### config.mk
export PLATFORM = sky130hd
export DESIGN_NAME = pipe_stage_reg
export DESIGN_NICKNAME = d
export VERILOG_FILES = /design/src/rtl/pipe_stage_reg.sv
export SDC_FILE = /design/constraint.sdc
export NUM_CORES = 1
export LEC_CHECK = 0
export ABC_AREA = 1
export ABC_CLOCK_PERIOD_IN_PS = 2540
export BUFFER_PORTS_ARGS = -buffer_cell sky130_fd_sc_hd__buf_2
export CORE_UTILIZATION = 44
export DETAILED_ROUTE_END_ITERATION = 10
export PLACE_DENSITY = 0.67
export SLEW_MARGIN = 15
export SYNTH_ARGS = -nofsm -noshare
export SYNTH_HDL_FRONTEND = slang
export SYNTH_SLANG_ARGS = --single-unit
### constraint.sdc
create_clock -name clk -period 2.54 [get_ports clk]
set_clock_uncertainty 0.15 [all_clocks]
set_input_delay 0.127 -clock clk [delete_from_list [all_inputs] [get_ports clk]]
set_output_delay 0.127 -clock clk [all_outputs]
set_load 0.05 [all_outputs]
### src/rtl/pipe_stage_reg.sv
// Handshaked pipeline stage register with optional two-entry skid buffer,
// synchronous flush to a NOP payload and saturating stall accounting.
module pipe_stage_reg #(
  parameter int                        DATA_WIDTH    = 128,
  parameter logic [DATA_WIDTH-1:0]     RESET_PAYLOAD = {DATA_WIDTH{1'b0}},
  parameter int                        SKID          = 1,
  parameter int                        CNT_WIDTH     = 16
) (
  input  logic                  clk,
  input  logic                  reset_n,
  input  logic                  flush,
  input  logic                  in_valid,
  output logic                  in_ready,
  input  logic [DATA_WIDTH-1:0] in_data,
  output logic                  out_valid,
  input  logic                  out_ready,
  output logic [DATA_WIDTH-1:0] out_data,
  output logic [1:0]            occupancy,
  output logic [CNT_WIDTH-1:0]  stall_count
);

  localparam logic [1:0] OCC_EMPTY = 2'd0;
  localparam logic [1:0] OCC_ONE   = 2'd1;
  localparam logic [1:0] OCC_TWO   = 2'd2;

  localparam logic [CNT_WIDTH-1:0] CNT_MAX = {CNT_WIDTH{1'b1}};
  localparam logic [CNT_WIDTH-1:0] CNT_ONE = {{(CNT_WIDTH-1){1'b0}}, 1'b1};

  logic [1:0]            occ_q,   occ_d;
  logic [DATA_WIDTH-1:0] main_q,  main_d;
  logic [DATA_WIDTH-1:0] skid_q,  skid_d;
  logic [CNT_WIDTH-1:0]  stall_q, stall_d;
  logic                  in_fire_s;
  logic                  out_fire_s;

  // In skid mode in_ready comes straight from the state flops, never from out_ready.
  assign out_valid  = (occ_q != OCC_EMPTY);
  assign in_ready   = (SKID != 0) ? (occ_q != OCC_TWO) : (!out_valid || out_ready);
  assign in_fire_s  = in_valid && in_ready;
  assign out_fire_s = out_valid && out_ready;
  assign out_data   = main_q;
  assign occupancy  = occ_q;
  assign stall_count = stall_q;

  // Next-state and payload load selection; flush overrides every handshake.
  always_comb begin
    occ_d  = occ_q;
    main_d = main_q;
    skid_d = skid_q;
    if (flush) begin
      occ_d  = OCC_EMPTY;
      main_d = RESET_PAYLOAD;
      skid_d = RESET_PAYLOAD;
    end else if (SKID != 0) begin
      case (occ_q)
        OCC_EMPTY: begin
          if (in_fire_s) begin
            occ_d  = OCC_ONE;
            main_d = in_data;
          end else begin
            occ_d  = OCC_EMPTY;
          end
        end
        OCC_ONE: begin
          if (in_fire_s && out_ready) begin
            main_d = in_data;
          end else if (in_fire_s) begin
            occ_d  = OCC_TWO;
            skid_d = in_data;
          end else if (out_ready) begin
            occ_d  = OCC_EMPTY;
          end else begin
            occ_d  = OCC_ONE;
          end
        end
        OCC_TWO: begin
          // The skid beat is younger, so it moves up behind the departing main beat.
          if (out_ready) begin
            occ_d  = OCC_ONE;
            main_d = skid_q;
          end else begin
            occ_d  = OCC_TWO;
          end
        end
        default: begin
          occ_d = OCC_EMPTY;
        end
      endcase
    end else begin
      if (in_fire_s) begin
        occ_d  = OCC_ONE;
        main_d = in_data;
      end else if (out_fire_s) begin
        occ_d  = OCC_EMPTY;
      end else begin
        occ_d  = occ_q;
      end
    end
  end

  // Saturating back-pressure counter; deliberately survives flush.
  always_comb begin
    stall_d = stall_q;
    if (out_valid && !out_ready && (stall_q != CNT_MAX)) begin
      stall_d = stall_q + CNT_ONE;
    end else begin
      stall_d = stall_q;
    end
  end

  // State, payload and counter registers.
  always_ff @(posedge clk or negedge reset_n) begin
    if (!reset_n) begin
      occ_q   <= OCC_EMPTY;
      main_q  <= RESET_PAYLOAD;
      skid_q  <= RESET_PAYLOAD;
      stall_q <= {CNT_WIDTH{1'b0}};
    end else begin
      occ_q   <= occ_d;
      main_q  <= main_d;
      skid_q  <= skid_d;
      stall_q <= stall_d;
    end
  end

endmodule

==> impl_metrics.yaml <==
timing:
  fin_crit_sh: 0.914
  setup_violations: 0
  setup_ws_ns: 0.219
  hold_viol: 3
  setup_tns_ns: 0
  max_freq_mhz: 431
  drv_slew: 0
  fin_crit_ns: 2.32
  hold_ws_ns: -0.00405
  tightest_slew_ns: 1.14
  rsz0062_at_grt: "no"
  relSlewSlack: 0.243
floorplanning:
  io_pins: 281
  core_sq_um: 27900
  initial_core_util: 0.449
  dieArea_sq_um: 29200
  row_count: 61
  fp.dieW_um: 171
  die_h_um: 171
worst_hold_path:
  hold_class: "in2async"
clocking:
  worstSkewPairLatency_ns: 0.55
  cts_buffer_depth: 3
  cts_resized: 0
  htreeDepth: 1
  clk_pin_slew_ns: 0.06
  cts_tree: "yes"
  clock-sinks: 274
  numCtsBuffers: 30
  root_buffer: "clkbuf_16"
placed_design:
  place_hpwl_um: 20900
  io_buffer_count: 280
  placedCellCount: 2013
  dp_slack_ns: 0.444
  globalplace.congestion: 0.816
global_routing:
  grt_max_degree: 94
  grt_usage: 0.237
  grt_pass1_vias: 10965
  grt_pass1_wl_um: 56000
  antenna_found_initial: 0
  grt_overflow: 0
setup_path:
  cp.required_ns: 2.87
  arrival_ns: 2.65
  critPathBufInv: 3
  crit_path_frequent_cell: "dlygate4sd3_1"
  crit_family: "buffers and inverters"
  setup.worst_path.start: "occupancy[1]$_DFFE_PN0P_"
  cp-end-kind: "register"
  worstPathMaxFanout: 4
  crit_path_cell_trace: "nor2_2, inv_2, nor2_4, nand3_1, dlygate4sd3_1, nand2_1, dlygate4sd3_1"
  cp-start-kind: "register"
  timing.rr.start: "occupancy[1]$_DFFE_PN0P_"
  worstSetupPathType: "reg2reg"
  slowest_stage: "dlygate4sd3_1"
  slowest_delay_ns: 0.57
yosys:
  synth_top_family_by_area: "compound AO/OA/AOI/OAI gates"
  ys_seq_area_frac: 0.546
  yosysUniqueCellTypes: 29
  ys_ff_latch: 274
  syn_area_sq_um: 12600
  muxShareOfSynthArea: 0
  yosys.area_share.simple: 0.139
  synth_fa_ha_area_frac: 0.000997
  syn_avg_cell_area_sq_um: 8.71
  synth_compound_area_frac: 0.220
  synth_nets: 1575
  synth-xor-area-share: 0.00488
  ys_warn_count: 0
  synthesis.instances: 1441
finish:
  utilization: 0.595
  nets: 1934
  antennaDiodeCount: 0
  instances_no_fill: 2201
  drive_gt1_frac: 0.248
  syn_to_final_growth_pct: 32.5
  fill_cells: 2478
power:
  ir_drop_v: 0.000495
  pwr-share-comb: 0.225
  powerDensity_nw_per_um2: 735
  p_total_uw: 12200
  p_leak_uw: 0.00821
  p_int_uw: 8180
  p_seq_frac: 0.406
  pwr-share-clk: 0.369
  switchingPower_uw: 4050
  netSwitchingFraction: 0.331
routing:
  routed_via_density: 5.24
  drt_wl_total_um: 35100
  num_vias: 11535
  drc: 0
  antenna_left: 0
  wl_per_cell_um: 16.0
  dr.first_iter.drc_count: 786
  dr.pass1.iters: 7
outcome:
  violations: "hold timing"
  status: "complete, but fails checks"
run:
  drv_cap: 0
-- worst paths after layout --
| check | to | slack [ns] | cells after the start |
|---|---|---|---|
| worst max-delay path | occupancy[0]$_DFFE_PN0P_ | 0.22 | 7 |
| worst min-delay path | stall_count[3]$_DFFE_PN0P_ | -0.004 | 2 |
| worst max register to register | occupancy[0]$_DFFE_PN0P_ | 0.22 | 7 |
| worst min register to register | out_data[8]$_DFFE_PN0P_ | 0.33 | 2 |
| max in group asynchronous | out_data[7]$_DFFE_PN0P_ | 1.52 | 3 |
| min in group clk | out_data[106]$_DFFE_PN0P_ | 0.18 | 6 |
-- Yosys cell counts --
cell        n  share of area
nor2_4      1        0.00090
ha_1        1         0.0010
o21ai_1    25          0.010
a21oi_1   128          0.051
nand4_1     6         0.0030
buf_1      18         0.0054
xnor2_1     4         0.0028
xor2_1      3         0.0021
buf_12      5         0.0080
nand3_1   152          0.061
nand3_2     1        0.00080
buf_6       2         0.0018
dfrtp_1   274           0.55
nand2_2    40          0.020
inv_1     143          0.043
nand2_4     1        0.00090
inv_2       4         0.0012
o21ai_0   325           0.13
nor3_1      1        0.00040
nor2_2      1        0.00050
nand2_1   152          0.045
nor2_1     20         0.0060
buf_4       1        0.00060
o21ai_2    42          0.029
clkbuf_1   66          0.020
and3_1      1        0.00050
o22ai_1     1        0.00050
buf_2      19         0.0076
clkbuf_2    4         0.0016
-- layer usage --
metal,vias to the layer above,wire [um],share of wire,track usage
met5,-,0,0,0
met3,57,2410,0.069,0.0414
met2,434,16500,0.47,0.380
met4,0,854,0.024,0.0675
met1,5488,15400,0.44,0.329
li1,5556,-,-,-
-- timing repair --
item | CTS | global route
setup buffers | 0 | 0
hold buffers | 133 | 0
endpoints found under the hold margin | 533 | 0
-- cells in the final DEF (no fill, tap or decap), types with 19 or more instances in the layout --
cell type        n
dfrtp_1        274
nor2_1          20
o21ai_1         25
nand3_1        151
o21ai_2         42
inv_1          143
nand2_1        152
o21ai_0        325
buf_2          278
clkbuf_16       30
a21oi_1        128
dlygate4sd3_1  133
nand2_2         40
buf_4           19
-- registers in the layout (all words and copies together), names as in the netlist --
register and flops:
skid_q 128, stall_count 16, out_data 128, occupancy 2
-- layout make-up --
| cell class | instances | area [sq um] | area share |
|---|---|---|---|
| clock buffers | 42 | 886 | 0.0533 |
| clock inverters | 13 | 154 | 0.00925 |
| inverters | 147 | 559 | 0.0336 |
| multi-input cells | 905 | 4610 | 0.277 |
| flip-flops and latches | 274 | 6860 | 0.412 |
| well taps | 378 | 473 | 0.0284 |
| repair buffers | 442 | 3100 | 0.186 |
-- metrics by stage --
stage | cell area (sq um) | hold WS, ns
after floorplan | 12600 | -0.319
after global placement | 14300 | -0.00243
after detailed placement | 14300 | 0.000897
after CTS | 16600 | 0.00519
after global routing | 16600 | 0.0332
final | 16600 | -0.00405
-- power groups by stage --
stage / clock (uW) / sequential, uW / combinational (uW)
floorplan: 0 / 6020 / 824
global placement: 0 / 5030 / 2570
detailed placement: 0 / 5030 / 2590
CTS: 4620 / 4960 / 2760
global route: 4760 / 5000 / 2960
finish: 4510 / 4960 / 2750
-- cell families (layout without fill, tap and decap cells) --
group | count (synthesis) | count (layout)
compound gates | 521 | 521
simple gates | 376 | 376
flops | 274 | 274
buf+inv | 262 | 644
xor+xnor | 7 | 7
fa+ha+maj | 1 | 1
Power figures use the tool's default switching activity.
